$ cat src/rtl/activation_scheduler.sv
// activation_scheduler: job-level sequencer for the activation datapath.
// A start pulse in IDLE latches the job. The scheduler then streams rows from
// the accumulator buffer, enables the activation unit one cycle later, and
// writes each result to the output buffer two cycles after its read. A single
// advance term stalls the whole pipeline whenever a write is held by
// wr_ready_i == 0.
//
// Ports:
//   clk_i, async_rst_ni (async, active-low), sync_rst_i (sync, active-high)
//   start_i, cfg_sel_i, cfg_rows_i, cfg_src_base_i, cfg_dst_base_i  job setup
//   rd_en_o, rd_addr_o      accumulator-buffer read port
//   act_en_o, act_sel_o     activation-unit control
//   wr_en_o, wr_addr_o      output-buffer write port; wr_ready_i is backpressure
//   busy_o, done_o          job status
//   stall_cycles_o          backpressure stall counter, present only when
//                           ACT_SCHED_PERF_CNT_EN is defined
// rd_en_o, act_en_o and wr_en_o are same-cycle decodes of the registered
// pipeline state and wr_ready_i. This gives one-cycle spacing between the
// stages and a throughput of one row per cycle.
module activation_scheduler #(
  parameter int unsigned ADDR_WIDTH = 8,
  parameter int unsigned CNT_WIDTH  = 9
) (
  input  logic                  clk_i,
  input  logic                  async_rst_ni,
  input  logic                  sync_rst_i,
  input  logic                  start_i,
  input  logic [1:0]            cfg_sel_i,
  input  logic [CNT_WIDTH-1:0]  cfg_rows_i,
  input  logic [ADDR_WIDTH-1:0] cfg_src_base_i,
  input  logic [ADDR_WIDTH-1:0] cfg_dst_base_i,
  output logic                  rd_en_o,
  output logic [ADDR_WIDTH-1:0] rd_addr_o,
  output logic                  act_en_o,
  output logic [1:0]            act_sel_o,
  output logic                  wr_en_o,
  output logic [ADDR_WIDTH-1:0] wr_addr_o,
  input  logic                  wr_ready_i,
  output logic                  busy_o,
  output logic                  done_o
`ifdef ACT_SCHED_PERF_CNT_EN
  ,
  output logic [31:0]           stall_cycles_o
`endif
);

  typedef enum logic [1:0] {S_IDLE, S_RUN, S_DRAIN, S_DONE} state_e;

  state_e                state_q, state_d;
  logic [CNT_WIDTH-1:0]  rows_q, rows_d;
  logic [CNT_WIDTH-1:0]  issue_q, issue_d;
  logic [CNT_WIDTH-1:0]  wr_cnt_q, wr_cnt_d;
  logic [ADDR_WIDTH-1:0] src_q, src_d;
  logic [ADDR_WIDTH-1:0] dst_q, dst_d;
  logic [1:0]            sel_q, sel_d;
  logic                  v1_q, v1_d;
  logic                  v2_q, v2_d;
  logic                  adv;
`ifdef ACT_SCHED_PERF_CNT_EN
  logic [31:0]           stall_q, stall_d;
`endif

  // State register
  always_ff @(posedge clk_i or negedge async_rst_ni) begin
    if (!async_rst_ni) begin
      state_q  <= S_IDLE;
      rows_q   <= '0;
      issue_q  <= '0;
      wr_cnt_q <= '0;
      src_q    <= '0;
      dst_q    <= '0;
      sel_q    <= '0;
      v1_q     <= 1'b0;
      v2_q     <= 1'b0;
`ifdef ACT_SCHED_PERF_CNT_EN
      stall_q  <= '0;
`endif
    end else begin
      state_q  <= state_d;
      rows_q   <= rows_d;
      issue_q  <= issue_d;
      wr_cnt_q <= wr_cnt_d;
      src_q    <= src_d;
      dst_q    <= dst_d;
      sel_q    <= sel_d;
      v1_q     <= v1_d;
      v2_q     <= v2_d;
`ifdef ACT_SCHED_PERF_CNT_EN
      stall_q  <= stall_d;
`endif
    end
  end

  // Next-state and strobe decode
  always_comb begin
    state_d  = state_q;
    rows_d   = rows_q;
    issue_d  = issue_q;
    wr_cnt_d = wr_cnt_q;
    src_d    = src_q;
    dst_d    = dst_q;
    sel_d    = sel_q;
    v1_d     = v1_q;
    v2_d     = v2_q;
`ifdef ACT_SCHED_PERF_CNT_EN
    stall_d  = stall_q;
`endif
    rd_en_o  = 1'b0;
    // A held write in stage 2 freezes every stage behind it.
    adv      = !v2_q || wr_ready_i;

    case (state_q)
      S_IDLE: begin
        if (start_i) begin
          rows_d   = cfg_rows_i;
          src_d    = cfg_src_base_i;
          dst_d    = cfg_dst_base_i;
          sel_d    = cfg_sel_i;
          issue_d  = '0;
          wr_cnt_d = '0;
`ifdef ACT_SCHED_PERF_CNT_EN
          stall_d  = '0;
`endif
          state_d  = (cfg_rows_i == '0) ? S_DONE : S_RUN;
        end
      end
      S_RUN: begin
        if (adv && (issue_q < rows_q)) begin
          rd_en_o = 1'b1;
          issue_d = issue_q + CNT_WIDTH'(1);
          if (issue_d == rows_q) state_d = S_DRAIN;
        end
      end
      S_DRAIN: ;
      S_DONE:  state_d = S_IDLE;
      default: state_d = S_IDLE;
    endcase

    act_en_o = v1_q && adv;
    wr_en_o  = v2_q && wr_ready_i;
    if (adv) begin
      v1_d = rd_en_o;
      v2_d = v1_q;
    end
    if (wr_en_o) begin
      wr_cnt_d = wr_cnt_q + CNT_WIDTH'(1);
      if ((state_q == S_DRAIN) && (wr_cnt_d == rows_q)) state_d = S_DONE;
    end

`ifdef ACT_SCHED_PERF_CNT_EN
    // Saturating count of cycles lost to output-buffer backpressure.
    if (((state_q == S_RUN) || (state_q == S_DRAIN)) && v2_q && !wr_ready_i
        && (stall_q != 32'hFFFF_FFFF)) begin
      stall_d = stall_q + 32'd1;
    end
`endif

    if (sync_rst_i) begin
      state_d  = S_IDLE;
      rows_d   = '0;
      issue_d  = '0;
      wr_cnt_d = '0;
      src_d    = '0;
      dst_d    = '0;
      sel_d    = '0;
      v1_d     = 1'b0;
      v2_d     = 1'b0;
`ifdef ACT_SCHED_PERF_CNT_EN
      stall_d  = '0;
`endif
    end
  end

  // Addresses wrap modulo the buffer depth.
  assign rd_addr_o = src_q + ADDR_WIDTH'(issue_q);
  assign wr_addr_o = dst_q + ADDR_WIDTH'(wr_cnt_q);
  assign act_sel_o = sel_q;
  assign busy_o    = (state_q != S_IDLE);
  assign done_o    = (state_q == S_DONE);
`ifdef ACT_SCHED_PERF_CNT_EN
  assign stall_cycles_o = stall_q;
`endif

endmodule

$ cat config.mk
export PLATFORM = sky130hd
export DESIGN_NAME = activation_scheduler
export DESIGN_NICKNAME = d
export VERILOG_FILES = /design/src/rtl/activation_scheduler.sv
export SDC_FILE = /design/constraint.sdc
export NUM_CORES = 1
export LEC_CHECK = 0
export BUFFER_PORTS_ARGS = -buffer_cell sky130_fd_sc_hd__buf_2
export CAP_MARGIN = 5
export CELL_PAD_IN_SITES_DETAIL_PLACEMENT = 1
export CELL_PAD_IN_SITES_GLOBAL_PLACEMENT = 1
export CORE_MARGIN = 10
export CORE_UTILIZATION = 46
export DETAILED_ROUTE_END_ITERATION = 8
export GPL_ROUTABILITY_DRIVEN = 0
export PLACE_DENSITY = 0.95
export SYNTH_ARGS = -nofsm -noshare
export SYNTH_HDL_FRONTEND = slang
export SYNTH_SLANG_ARGS = --single-unit
$ cat constraint.sdc
create_clock -name clk_i -period 5.9 [get_ports clk_i]
set_clock_uncertainty 0.2 [all_clocks]
set_input_delay 0.885 -clock clk_i [delete_from_list [all_inputs] [get_ports clk_i]]
set_output_delay 0.885 -clock clk_i [all_outputs]
set_load 0.02 [all_outputs]
Yosys cells after proc, flatten, opt, wreduce, memory -nomap -nowiden
Index checks and enable logic that the tools add are counted.

Flip-flop bits (word level): 49. Logic and storage cells: 72.

Add/sub/neg operators: 4. Magnitude comparators: 1. Equal/unequal tests: 7. Mux-type cells: 33. Reduce and logical (&&, ||, !) cells: 18.

Operator list (count): 9-bit two-way mux (9); 8-bit two-way mux (6); 2-bit two-way mux (10); 9-bit by 1-bit adder with 9-bit output, second input constant (2); 9-bit == test (2); 9-bit one-hot mux with 2 select lines (1); 8-bit adder (2); 9-bit zero test (1); 9-bit < comparator (1); 3-bit nonzero test (3); 2-bit nonzero test (4); 1-bit two-way mux (6); 3-bit != test, second input constant (2); 2-bit one-hot mux with 3 select lines (1); 2-bit == test, second input constant (2); 1-bit logical AND (4); 2-bit AND reduction (2); 3-bit AND reduction (1); 2-bit by 1-bit == test with 1-bit output, second input constant (1); 2-bit zero test (1); 1-bit zero test (1); 1-bit logical OR (1).

Depth between registers and ports, before layout
Depth in word-level cells: 8. Gate-level depth with buffers: 9.

Worst setup path before layout
Ideal clock, no wire load.

Path type: reg2out. Start point: register wr_cnt_q[0]. End point: output port wr_addr_o[6]. Data arrival time: 1.950 ns. Setup slack: 2.865 ns. Cell stages (with the launch flop): 10. Buffers on the path: 0. Path through: dfrtp_1 ha_1 inv_1 fa_1 nor2b_1 o21ai_0 a21oi_1 o21a_1 nor2_1 xnor2_1.

Longest elaborated chain between the ends: 1.

Ends and longest elaborated chain: start, declared (RTL line 52) `logic [CNT_WIDTH-1:0] wr_cnt_q, wr_cnt_d;`; start signal, assigned (RTL line 82) `wr_cnt_q <= wr_cnt_d;`; 8-bit adder (RTL line 176) `assign wr_addr_o = dst_q + ADDR_WIDTH'(wr_cnt_q);`; end, declared (RTL line 37) `output logic [ADDR_WIDTH-1:0] wr_addr_o,`.

Every way passes these cells.

Worst setup path in the final report
Start point: register issue_q[0]. End point: output port rd_addr_o[6].

Longest elaborated chain between the ends: 1.

Ends and longest elaborated chain: start, declared (RTL line 51) `logic [CNT_WIDTH-1:0] issue_q, issue_d;`; start signal, assigned (RTL line 81) `issue_q <= issue_d;`; 8-bit adder (RTL line 175) `assign rd_addr_o = src_q + ADDR_WIDTH'(issue_q);`; end, declared (RTL line 33) `output logic [ADDR_WIDTH-1:0] rd_addr_o,`.

Every way passes these cells.

==> impl_metrics.ini <==
[run_status]
outcome = complete, no violations

[place]
dpl.hpwl_mm = 8.056
portBuffers = 54
placed_area_um2 = 3777
dp.cells = 552
dp_slack_ns = 2.687

[synth]
synth_top_cell_area_share_pct = 35.79
avgSynthCellArea_um2 = 8.295
ys_seq_elements = 49
yosysUniqueCellTypes = 47
synth-main-ff-cell = dfrtp_1
synth_area_um2 = 3426
synth_edf_count = 0
yosysTopAreaCell = dfrtp_1
yosys-top-cells-area = dfrtp_1 (36%), ha_1 (9.1%), nand2_1 (7.7%), xnor2_1 (5.9%), a21oi_1 (5.8%)
synth_nets = 472
netlist_instances = 413
yosysSeqAreaShare_pct = 35.79
yosysWarnings = 0
synthArstFlopShare_pct = 100.0

[routing]
postRouteAntennaNets = 0
firstDrtPassIters = 4
via_count = 3192
vias_per_cell = 5.700
routed_wirelength_mm = 10.70
drc = 0
drt-initial-drc-count = 159
wl_per_cell_um = 19.10

[timing]
finalCritPeriodShare_pct = 60.44
worstMarginPinSlew_ns = 1.073
report.final.slew_viol_count = 0
period_minus_slack_ns = 3.566
setup_slack_ns = 2.334
rsz0062_at_grt = false
setup_viol = 0
setup_tns_ns = 0
holdWs_ns = 0.3208
hold_violations = 0
relSlewSlack_pct = 27.90
fmax_mhz = 280.5

[floorplan]
die_w_um = 106.3
rows = 31
ios = 55
die_y_um = 106.3
core_area_um2 = 7253
initial_utilization_pct = 47.23
die-area_um2 = 11300

[hold_path]
hold_class = register to register

[power]
pwr-share-seq_pct = 46.5
vdd_drop_max_mv = 0.09239
p_comb_share_pct = 21.0
pwr-share-clk_pct = 32.5
swShare_pct = 30.63
p_int_uw = 549.6
total_power_uw = 792.3
p_per_area_nw_per_um2 = 203.3
p_leak_nw = 1.841
switching_power_uw = 242.6

[critical_path]
start_kind = register
required_ns = 4.82
crit_type = register to output port
crit_path_end_kind = output port
worst_ep_arrival_time_ns = 2.48
worstPathMaxFanout = 8

[global_routing]
grt_pass1_wl_mm = 17.73
overflow = 0
grt_pass1_vias = 3451
antenna_found_initial = 0
track_usage_pct = 19.15
grt_max_degree = 50

[final_layout]
utilization_pct = 53.73
final_cell_count_no_fill = 560
drive_gt1_share_pct = 15.62
area_growth_syn_to_layout_pct = 13.77
fin_nets = 519
fin_area_um2 = 3897
diodes = 0

[cts]
cts.repair.resized = 0
clock_sinks = 49
cts_max_level = 2
clockRootBuffer = clkbuf_8
cts_hold_buffers = 0
clk_pin_slew_worst_paths_ns = 0.09
cts_tree = built
cts_made_buffers = 5
cts_setup_buffers = 0
insertion_delay_ns = 0.30
max-clock-path-buffers = 2

[job]
drv_cap = 0
==> registers in the layout, indices dropped and copies added (netlist names) <==
signal and cells:
issue_q 9, rows_q 9, wr_cnt_q 9, dst_q 8, src_q 8, act_sel_o 2
state_q 2, v1_q 1, v2_q 1
==> layout make-up <==
type / instances / area (µm²)
fill: 895 / 3356
multi-input combinational: 320 / 2033
sequential: 49 / 1226
timing repair buffer: 57 / 292.8
tap: 99 / 123.9
inverter: 27 / 101.3
clock buffer: 6 / 82.58
clock inverter: 2 / 37.54
==> kinds of logic after synthesis <==
group,count (synthesis),synth area share [%]
simple gates,157,21.22
compound gates,102,18.74
flops,49,35.79
buf+inv,44,4.858
xor+xnor,33,8.437
fa+ha+maj,27,10.30
mux,1,0.6574
==> cells in the mapped netlist (3+ instances only) <==
library cell  instances
dfrtp_1              49
nor3_1                5
a21oi_1              40
xor2_1               10
and2_1                7
o31ai_1               8
nand3_1               7
and3_1               11
buf_1                 3
clkbuf_1             13
inv_1                27
nand4_1               3
o21ai_0              28
o21a_1                3
nor2b_1               7
nor2_1               31
a31oi_1               3
nand2_1              70
xnor2_1              23
ha_1                 25
nand2b_1              7
==> power by group through the flow <==
stage | clock [mW] | combinational, mW | sequential [mW]
global placement | 0 | 0.160 | 0.374
CTS | 0.262 | 0.169 | 0.368
global route | 0.277 | 0.185 | 0.370
finish | 0.257 | 0.167 | 0.368
floorplan | 0 | 0.107 | 0.370
detailed placement | 0 | 0.167 | 0.375
==> layer usage <==
layer  up-vias  share of wire [%]  global-route usage [%]
li1       1511                  -                       -
met1      1573                 43                   22.69
met2        91                 50                   34.14
met3        17                5.0                   3.865
met4         0                2.0                   5.513
met5         -                  0                       0
==> worst max-delay path, cell delays in order, from the launching register on <==
cell,delay [ns]
dfrtp_1,0.48
ha_1,0.22
inv_1,0.06
fa_1,0.41
nor2b_1,0.13
o21ai_0,0.10
a21oi_1,0.22
o21a_1,0.14
nor2_1,0.05
xnor2_1,0.16
buf_2,0.19
==> path summary, 6_finish.rpt <==
kind	start	end	slack, ns	depth (start not counted)
setup / recovery	issue_q[0]	rd_addr_o[6]	2.33	10
hold / removal	wr_cnt_q[8]	wr_cnt_q[8]	0.32	1
setup reg to reg	rows_q[4]	issue_q[8]	3.22	8
hold reg to reg	wr_cnt_q[8]	wr_cnt_q[8]	0.32	1
max in group asynchronous	async_rst_ni	issue_q[6]	4.59	2
min in group asynchronous	async_rst_ni	dst_q[5]	0.48	2
==> placed cells by master, fill, tap and decap left out, drive strengths merged, types with 2 or more instances in the layout <==
| master | count |
|---|---|
| xnor2 | 23 |
| nor2 | 31 |
| nor2b | 7 |
| nand4 | 3 |
| a21o | 2 |
| and3 | 11 |
| clkbuf | 6 |
| inv | 27 |
| nand3 | 7 |
| nor4 | 2 |
| buf | 57 |
| xor2 | 10 |
| nand2 | 70 |
| o41ai | 3 |
| nand2b | 7 |
| a31oi | 3 |
| a211oi | 2 |
| o21a | 3 |
| o21ai | 28 |
| dfrtp | 49 |
| fa | 2 |
| and2 | 7 |
| ha | 25 |
| nor3b | 2 |
| nor3 | 5 |
| and4 | 2 |
| a22o | 2 |
| o31ai | 8 |
| a21oi | 40 |
No activity file was read; power rests on OpenSTA's default activity.
